<file path="src/rtl/wb_write_ctrl_pkg.sv">
// Shared definitions for the writeback-stage controller.
//   - LD_* load-type encodings carried on mem_ld_type_i
//   - default data/address widths
//   - ZeroWord constant used for register-file data reset
package wb_write_ctrl_pkg;

   localparam int DATA_W_DEF = 32;
   localparam int ADDR_W_DEF = 5;

   localparam logic [DATA_W_DEF-1:0] ZeroWord = '0;

   typedef enum logic [2:0] {
      LD_NONE = 3'd0,
      LD_LB   = 3'd1,
      LD_LBU  = 3'd2,
      LD_LH   = 3'd3,
      LD_LHU  = 3'd4,
      LD_LW   = 3'd5
   } ld_type_e;

endpackage

</file>
<file path="src/rtl/wb_write_ctrl_late_fifo.sv">
// wb_late_fifo: circular queue holding late divider results waiting for an
// idle register-file write slot.
//   clk, rst        clock, synchronous active-low reset
//   push/push_addr/push_data  enqueue one entry (caller guarantees not full)
//   pop             dequeue the head (caller guarantees non-empty)
//   inv/inv_addr    clear the live bit of every entry whose address matches
//   head_valid      head entry is occupied and still live
//   head_addr/head_data  head entry contents
//   count           number of occupied slots (live or invalidated)
//   live            at least one live entry is queued
module wb_late_fifo #(
   parameter int DATA_W = 32,
   parameter int ADDR_W = 5,
   parameter int DEPTH  = 2
) (
   input  logic                       clk,
   input  logic                       rst,
   input  logic                       push,
   input  logic [ADDR_W-1:0]          push_addr,
   input  logic [DATA_W-1:0]          push_data,
   input  logic                       pop,
   input  logic                       inv,
   input  logic [ADDR_W-1:0]          inv_addr,
   output logic                       head_valid,
   output logic [ADDR_W-1:0]          head_addr,
   output logic [DATA_W-1:0]          head_data,
   output logic [$clog2(DEPTH+1)-1:0] count,
   output logic                       live
);

   localparam int PTR_W = (DEPTH > 1) ? $clog2(DEPTH) : 1;
   localparam int CNT_W = $clog2(DEPTH + 1);

   logic [ADDR_W-1:0] addr_mem [DEPTH];
   logic [DATA_W-1:0] data_mem [DEPTH];
   logic [DEPTH-1:0]  valid_reg;
   logic [DEPTH-1:0]  valid_next;
   logic [PTR_W-1:0]  rd_ptr_reg;
   logic [PTR_W-1:0]  wr_ptr_reg;
   logic [CNT_W-1:0]  count_reg;

   // Live bits are cleared on pop as well, so an unoccupied slot is never
   // live and `live` is a plain OR of the vector.
   genvar gi;
   generate
      for (gi = 0; gi < DEPTH; gi++) begin : g_valid
         assign valid_next[gi] =
            (push && wr_ptr_reg == PTR_W'(gi))       ? 1'b1 :
            (pop  && rd_ptr_reg == PTR_W'(gi))       ? 1'b0 :
            (inv  && addr_mem[gi] == inv_addr)       ? 1'b0 :
                                                       valid_reg[gi];
      end
   endgenerate

   always_ff @(posedge clk) begin
      if (!rst) begin
         valid_reg  <= '0;
         rd_ptr_reg <= '0;
         wr_ptr_reg <= '0;
         count_reg  <= '0;
      end else begin
         valid_reg  <= valid_next;
         count_reg  <= count_reg + CNT_W'(push) - CNT_W'(pop);
         if (push) begin
            wr_ptr_reg <= wr_ptr_reg + PTR_W'(1);
         end
         if (pop) begin
            rd_ptr_reg <= rd_ptr_reg + PTR_W'(1);
         end
      end
   end

   // Entry payload needs no reset: it is only observed while its live bit is set.
   always_ff @(posedge clk) begin
      if (push) begin
         addr_mem[wr_ptr_reg] <= push_addr;
         data_mem[wr_ptr_reg] <= push_data;
      end
   end

   assign head_valid = valid_reg[rd_ptr_reg];
   assign head_addr  = addr_mem[rd_ptr_reg];
   assign head_data  = data_mem[rd_ptr_reg];
   assign count      = count_reg;
   assign live       = |valid_reg;

endmodule

</file>
<file path="src/rtl/wb_write_ctrl.sv">
// wb_write_ctrl: writeback-stage owner of the register-file write port.
//   clk, rst            clock, synchronous active-low reset
//   stall_i             MEM held; WB takes a bubble this edge
//   mem_*_i             MEM-stage result, load type/lane and raw read word
//   div_valid_i/wd/wdata  late divider result, accepted when div_ready_o
//   div_ready_o         late-write queue has room
//   we_o/waddr_o/wdata_o  registered register-file write port
//   stallreq_o          queued divider result starved of write slots
module wb_write_ctrl
   import wb_write_ctrl_pkg::*;
#(
   parameter int DATA_W       = DATA_W_DEF,
   parameter int ADDR_W       = ADDR_W_DEF,
   parameter int FIFO_DEPTH   = 2,
   parameter int STARVE_LIMIT = 4
) (
   input  logic              clk,
   input  logic              rst,
   input  logic              stall_i,
   input  logic              mem_wreg_i,
   input  logic [ADDR_W-1:0] mem_wd_i,
   input  logic [DATA_W-1:0] mem_wdata_i,
   input  logic [2:0]        mem_ld_type_i,
   input  logic [1:0]        mem_addr_lo_i,
   input  logic [DATA_W-1:0] mem_rdata_i,
   input  logic              div_valid_i,
   input  logic [ADDR_W-1:0] div_wd_i,
   input  logic [DATA_W-1:0] div_wdata_i,
   output logic              div_ready_o,
   output logic              we_o,
   output logic [ADDR_W-1:0] waddr_o,
   output logic [DATA_W-1:0] wdata_o,
   output logic              stallreq_o
);

   localparam int CNT_W = $clog2(FIFO_DEPTH + 1);
   localparam int STV_W = $clog2(STARVE_LIMIT + 1);

   logic              we_reg;
   logic [ADDR_W-1:0] waddr_reg;
   logic [DATA_W-1:0] wdata_reg;
   logic              stallreq_reg;
   logic              div_ready_reg;
   logic [STV_W-1:0]  starve_cnt_reg;
   logic [STV_W-1:0]  starve_cnt_next;

   logic              slot_valid;
   logic              push_store;
   logic              drain;
   logic              silent_pop;
   logic              pop;
   logic              head_valid;
   logic [ADDR_W-1:0] head_addr;
   logic [DATA_W-1:0] head_data;
   logic [CNT_W-1:0]  fifo_count;
   logic [CNT_W-1:0]  count_next;
   logic              fifo_live;
   logic [7:0]        ld_byte;
   logic [15:0]       ld_half;
   logic [DATA_W-1:0] ld_data;

   // A write to $0 is not a real write and leaves the port free for the queue.
   assign slot_valid = !stall_i && mem_wreg_i && (mem_wd_i != '0);

   // Results for $0 and results overtaken by a same-cycle pipeline write to
   // the same register are accepted by the handshake but never stored.
   assign push_store = div_valid_i && div_ready_reg && (div_wd_i != '0) &&
                       !(slot_valid && (div_wd_i == mem_wd_i));

   assign drain      = !slot_valid && head_valid;
   // Invalidated heads are retired without the port, even while the pipeline writes.
   assign silent_pop = (fifo_count != '0) && !head_valid;
   assign pop        = drain || silent_pop;
   assign count_next = fifo_count + CNT_W'(push_store) - CNT_W'(pop);

   wb_late_fifo #(
      .DATA_W (DATA_W),
      .ADDR_W (ADDR_W),
      .DEPTH  (FIFO_DEPTH)
   ) u_fifo (
      .clk        (clk),
      .rst        (rst),
      .push       (push_store),
      .push_addr  (div_wd_i),
      .push_data  (div_wdata_i),
      .pop        (pop),
      .inv        (slot_valid),
      .inv_addr   (mem_wd_i),
      .head_valid (head_valid),
      .head_addr  (head_addr),
      .head_data  (head_data),
      .count      (fifo_count),
      .live       (fifo_live)
   );

   // Big-endian lanes: addr_lo 0 is the most significant byte.
   always_comb begin
      ld_byte = mem_rdata_i[7:0];
      case (mem_addr_lo_i)
         2'd0:    ld_byte = mem_rdata_i[31:24];
         2'd1:    ld_byte = mem_rdata_i[23:16];
         2'd2:    ld_byte = mem_rdata_i[15:8];
         default: ld_byte = mem_rdata_i[7:0];
      endcase
      ld_half = mem_addr_lo_i[1] ? mem_rdata_i[15:0] : mem_rdata_i[31:16];
      ld_data = mem_wdata_i;
      case (mem_ld_type_i)
         LD_LB:   ld_data = {{(DATA_W-8){ld_byte[7]}}, ld_byte};
         LD_LBU:  ld_data = {{(DATA_W-8){1'b0}}, ld_byte};
         LD_LH:   ld_data = {{(DATA_W-16){ld_half[15]}}, ld_half};
         LD_LHU:  ld_data = {{(DATA_W-16){1'b0}}, ld_half};
         LD_LW:   ld_data = mem_rdata_i;
         default: ld_data = mem_wdata_i;
      endcase
   end

   // Saturating count of cycles a live entry waited without draining.
   always_comb begin
      starve_cnt_next = starve_cnt_reg;
      if (drain || !fifo_live) begin
         starve_cnt_next = '0;
      end else if (starve_cnt_reg != STV_W'(STARVE_LIMIT)) begin
         starve_cnt_next = starve_cnt_reg + STV_W'(1);
      end
   end

   always_ff @(posedge clk) begin
      if (!rst) begin
         we_reg         <= 1'b0;
         waddr_reg      <= '0;
         wdata_reg      <= ZeroWord;
         stallreq_reg   <= 1'b0;
         div_ready_reg  <= 1'b0;
         starve_cnt_reg <= '0;
      end else begin
         starve_cnt_reg <= starve_cnt_next;
         stallreq_reg   <= !drain && (starve_cnt_reg == STV_W'(STARVE_LIMIT));
         div_ready_reg  <= (count_next < CNT_W'(FIFO_DEPTH));
         if (slot_valid) begin
            we_reg    <= 1'b1;
            waddr_reg <= mem_wd_i;
            wdata_reg <= ld_data;
         end else if (drain) begin
            we_reg    <= 1'b1;
            waddr_reg <= head_addr;
            wdata_reg <= head_data;
         end else begin
            we_reg    <= 1'b0;
         end
      end
   end

   assign we_o        = we_reg;
   assign waddr_o     = waddr_reg;
   assign wdata_o     = wdata_reg;
   assign stallreq_o  = stallreq_reg;
   assign div_ready_o = div_ready_reg;

endmodule

</file>
<file path="config.mk">
export PLATFORM = sky130hd
export DESIGN_NAME = wb_write_ctrl
export DESIGN_NICKNAME = d
export VERILOG_FILES = /design/src/rtl/wb_write_ctrl_pkg.sv /design/src/rtl/wb_write_ctrl_late_fifo.sv /design/src/rtl/wb_write_ctrl.sv
export SDC_FILE = /design/constraint.sdc
export NUM_CORES = 1
export LEC_CHECK = 0
export CAP_MARGIN = 30
export CORE_MARGIN = 4
export CORE_UTILIZATION = 50
export DETAILED_ROUTE_END_ITERATION = 8
export HOLD_SLACK_MARGIN = 0.08
export PLACE_DENSITY_LB_ADDON = 0.15
export SLEW_MARGIN = 40
export SYNTH_ARGS = -nofsm -noshare
export SYNTH_HDL_FRONTEND = slang
export SYNTH_SLANG_ARGS = --single-unit
</file>
<file path="constraint.sdc">
create_clock -name clk -period 4.3 [get_ports clk]
set_clock_uncertainty 0.1 [all_clocks]
set_input_delay 0.645 -clock clk [delete_from_list [all_inputs] [get_ports clk]]
set_output_delay 0.645 -clock clk [all_outputs]
set_load 0.05 [all_outputs]
</file>
==> impl_summary.log <==
INFO  metric status = complete, no violations
INFO  metric detailroute.via_count = 5,385
INFO  metric critical_path_arrival = 3330 ps
INFO  metric clock_tree_from_tritoncts = done
INFO  metric r2r_path_end = div_ready_o
INFO  metric synth.cell_area = roughly 6400 µm²
INFO  metric layout.cells.most_common_list = clkdlybuf4s50_1 (154), edfxtp_1 (74), mux2i_1 (62), dfxtp_1 (49), a21oi_1 (46)
INFO  metric die-height = 121 µm
INFO  metric post-cts-setup-buffer-count = 0
INFO  metric timing.critical_path.fanout_max = 5
INFO  metric antennaDiodeCount = 0
INFO  metric relSlewSlack = 0.462
INFO  metric largest_register_ffs = 64
INFO  metric drc = 0
INFO  metric synth_cell_type_count = 59
INFO  metric die_width = about 120 µm
INFO  metric core_area = approximately 13,000 µm²
INFO  metric clock_buffer_count_from_cts = 17
INFO  metric cts.sink_count = about 120
INFO  metric p_leak = 2.93 nW
INFO  metric mappedNetlistNets = 714
INFO  metric mostFrequentLayoutCell = clkdlybuf4s50_1
INFO  metric timing.fmax = 320 MHz
INFO  metric worst_setup_hold_path_clk_slew = 60 ps
INFO  metric final.setup.worst_slack = 1180 ps
INFO  metric setup-violations-final = 0
INFO  metric minimum_setup_slack_among_reg_to_reg_paths = 1800 ps
INFO  metric worstSetupPathType = primary input to flip-flop
INFO  metric unrepaired_setup_endpoints_after_global_routing = no
INFO  metric starting_density = 0.509
INFO  metric syn-instance-count = 592
INFO  metric ir_worst_vdd = ~0.4 mV
INFO  metric synth_area_per_cell = 10.8 µm²
INFO  metric layout_worst_path_cycle_share = 0.726
INFO  metric yosysWarnings = 0
INFO  metric timing.critical_path.to_type = flip-flop
INFO  metric route.antenna.remaining_nets = 0
INFO  metric min-delay-path-class = flip-flop to flip-flop
INFO  metric grt_antenna_before_repair = 0
INFO  metric drt_wl_total = 18,600 µm
INFO  metric worst_setup_path_start_kind = primary input
INFO  metric critical_path.endpoint = div_ready_o
INFO  metric number_of_buffer_cells_added_on_primary_ports = 155
INFO  metric timing.final.crit_period = 3120 ps
INFO  metric post_route_cells_drive_above_1_share = 0.0841
INFO  metric cp.required = approximately 4500 ps
INFO  metric vias_in_the_first_global_route = 5,380
INFO  metric synth_seq_cells = ~120
INFO  metric power_per_cell_area = around 480 nW/µm²
INFO  metric fp.dieArea = roughly 15,000 µm²
INFO  metric first_iter_violations = 434
INFO  metric cts-resized-gates = 0
INFO  metric most_used_dff_post_synth = edfxtp_1
INFO  metric timing.critical_path.from = mem_wd_i[1]
INFO  metric cts.hold.buffers_added = 0
INFO  metric layout.cell_area.non_filler = 8620 µm²
INFO  metric dpl-instance-area = 8000 µm²
INFO  metric synth_async_sr_flop_share = 0
INFO  metric synth_sequential_area_ratio = 0.504
INFO  metric maxCapViolCount = 0
INFO  metric design.portCount = 156
INFO  metric h_tree_depth = 4
INFO  metric worstReg2RegStart = u_fifo.rd_ptr_reg
INFO  metric clock_tree.buffer_depth = 2
INFO  metric dp.final_hpwl = 12,600 µm
INFO  metric grt_max_degree = 59
INFO  metric depth_of_the_worst_register_to_register_path = 8
INFO  metric setup_tns = 0 ps
INFO  metric hold_viol = 0
INFO  metric dr.pass1.iters = 5
INFO  metric largest-register = u_fifo.data_mem
INFO  metric dp_worst_setup_slack = 800 ps
INFO  metric max_slew_vio_count = 0
INFO  metric grt.overflow.total = 0
INFO  metric place.gp.congestion = 0.873
INFO  metric finalNetCount = between 800 and 900
INFO  metric worst_pin_slew = 805 ps
INFO  metric track_usage = 0.252
INFO  metric layout-area-overhead-vs-synth = 34.8%
INFO  metric avgRoutedWirePerCell = approximately 20 µm
INFO  metric post_drt_via_cell_ratio = 5.92
INFO  metric worst_skew_pair.late_latency = about 420 ps
INFO  metric grt_first_pass_wirelength = 28,400 µm
INFO  metric rows = 41
INFO  metric clk_root_buffer_cell = clkbuf_16
INFO  metric synth_edf_count = 74
==> where the power goes <==
part | switching [mW] | total, mW | internal, mW
registers | 0.0988 | 1.51 | 1.41
logic | 0.647 | 1.10 | 0.455
clock network | 0.528 | 1.50 | 0.967
total | 1.27 | 4.11 | 2.84
==> cell usage after synthesis, drive strengths merged (2+ instances only) <==
cell	count	share of area
nor4	2	0.0020
and3b	2	0.0027
buf	27	0.026
ha	6	0.012
nand3	5	0.0039
and2	4	0.0039
o221ai	9	0.012
o21ai	36	0.029
mux4	3	0.011
or3	2	0.0020
a22oi	5	0.0067
nor2	38	0.022
xor2	5	0.0068
o22ai	28	0.032
or4bb	3	0.0053
a211oi	16	0.019
o32ai	6	0.0082
a21boi	6	0.0070
o311ai	13	0.018
a21oi	46	0.036
dfxtp	50	0.16
o211ai	10	0.012
nand4	3	0.0029
a32oi	5	0.0068
nand2	28	0.018
clkbuf	25	0.015
nand2b	2	0.0020
a221oi	3	0.0041
nor3	3	0.0023
xnor2	14	0.019
o31ai	2	0.0023
edfxtp	74	0.35
inv	18	0.011
nor2b	13	0.013
mux2i	63	0.099
nand4b	3	0.0041
==> layer usage <==
metal  global-route usage  share of wire
met1                0.333           0.44
met4                0.115          0.026
met2                0.386           0.46
met5                    0              0
met3               0.0681          0.074
==> cell families after synthesis <==
group | after synthesis | share of synthesized area
compound gates | 190 | 0.199
flops | 124 | 0.504
simple gates | 116 | 0.0961
buf+inv | 70 | 0.0517
mux | 67 | 0.111
xor+xnor | 19 | 0.0260
fa+ha+maj | 6 | 0.0117
==> worst max-delay path, cell delays in order <==
cell and delay [ps]:
clkdlybuf4s50_1 530, or4_4 610, o21a_1 240, a21oi_1 340, ha_1 300, inv_1 60
ha_1 160, xor2_1 180, xnor2_1 100, and2_1 160
==> how the worst min path moves through the flow <==
stage | endpoint | from | cells past startpoint
2_1_floorplan | u_fifo.valid_reg[0] | u_fifo.valid_reg[0] | 2
3_3_place_gp | starve_cnt_reg[1] | starve_cnt_reg[2] | 2
3_5_place_dp | starve_cnt_reg[1] | starve_cnt_reg[1] | 2
4_1_cts | starve_cnt_reg[1] | starve_cnt_reg[1] | 2
5_1_grt | u_fifo.valid_reg[0] | u_fifo.valid_reg[0] | 2
6_report | starve_cnt_reg[1] | starve_cnt_reg[1] | 2
==> through the flow <==
stage / hold WS (ps) / utilization / total power [mW] / cells
global route: 458 / 0.686 / 4.28 / 909
CTS: 424 / 0.685 / 4.13 / 909
floorplan: 358 / - / 2.24 / 592
finish: 424 / 0.686 / 4.11 / 909
detailed placement: 417 / 0.636 / 2.63 / 877
global placement: 382 / 0.636 / 2.61 / 877
==> layout make-up <==
cell class / instances / area (µm²)
clock buffer: 17 / 425
clock inverter: 15 / 194
fill: 944 / 3950
inverter: 18 / 67.6
multi-input combinational: 398 / 2870
sequential: 124 / 3220
tap: 172 / 215
timing repair buffer: 165 / 1620
(Power assumes the default switching activity.)
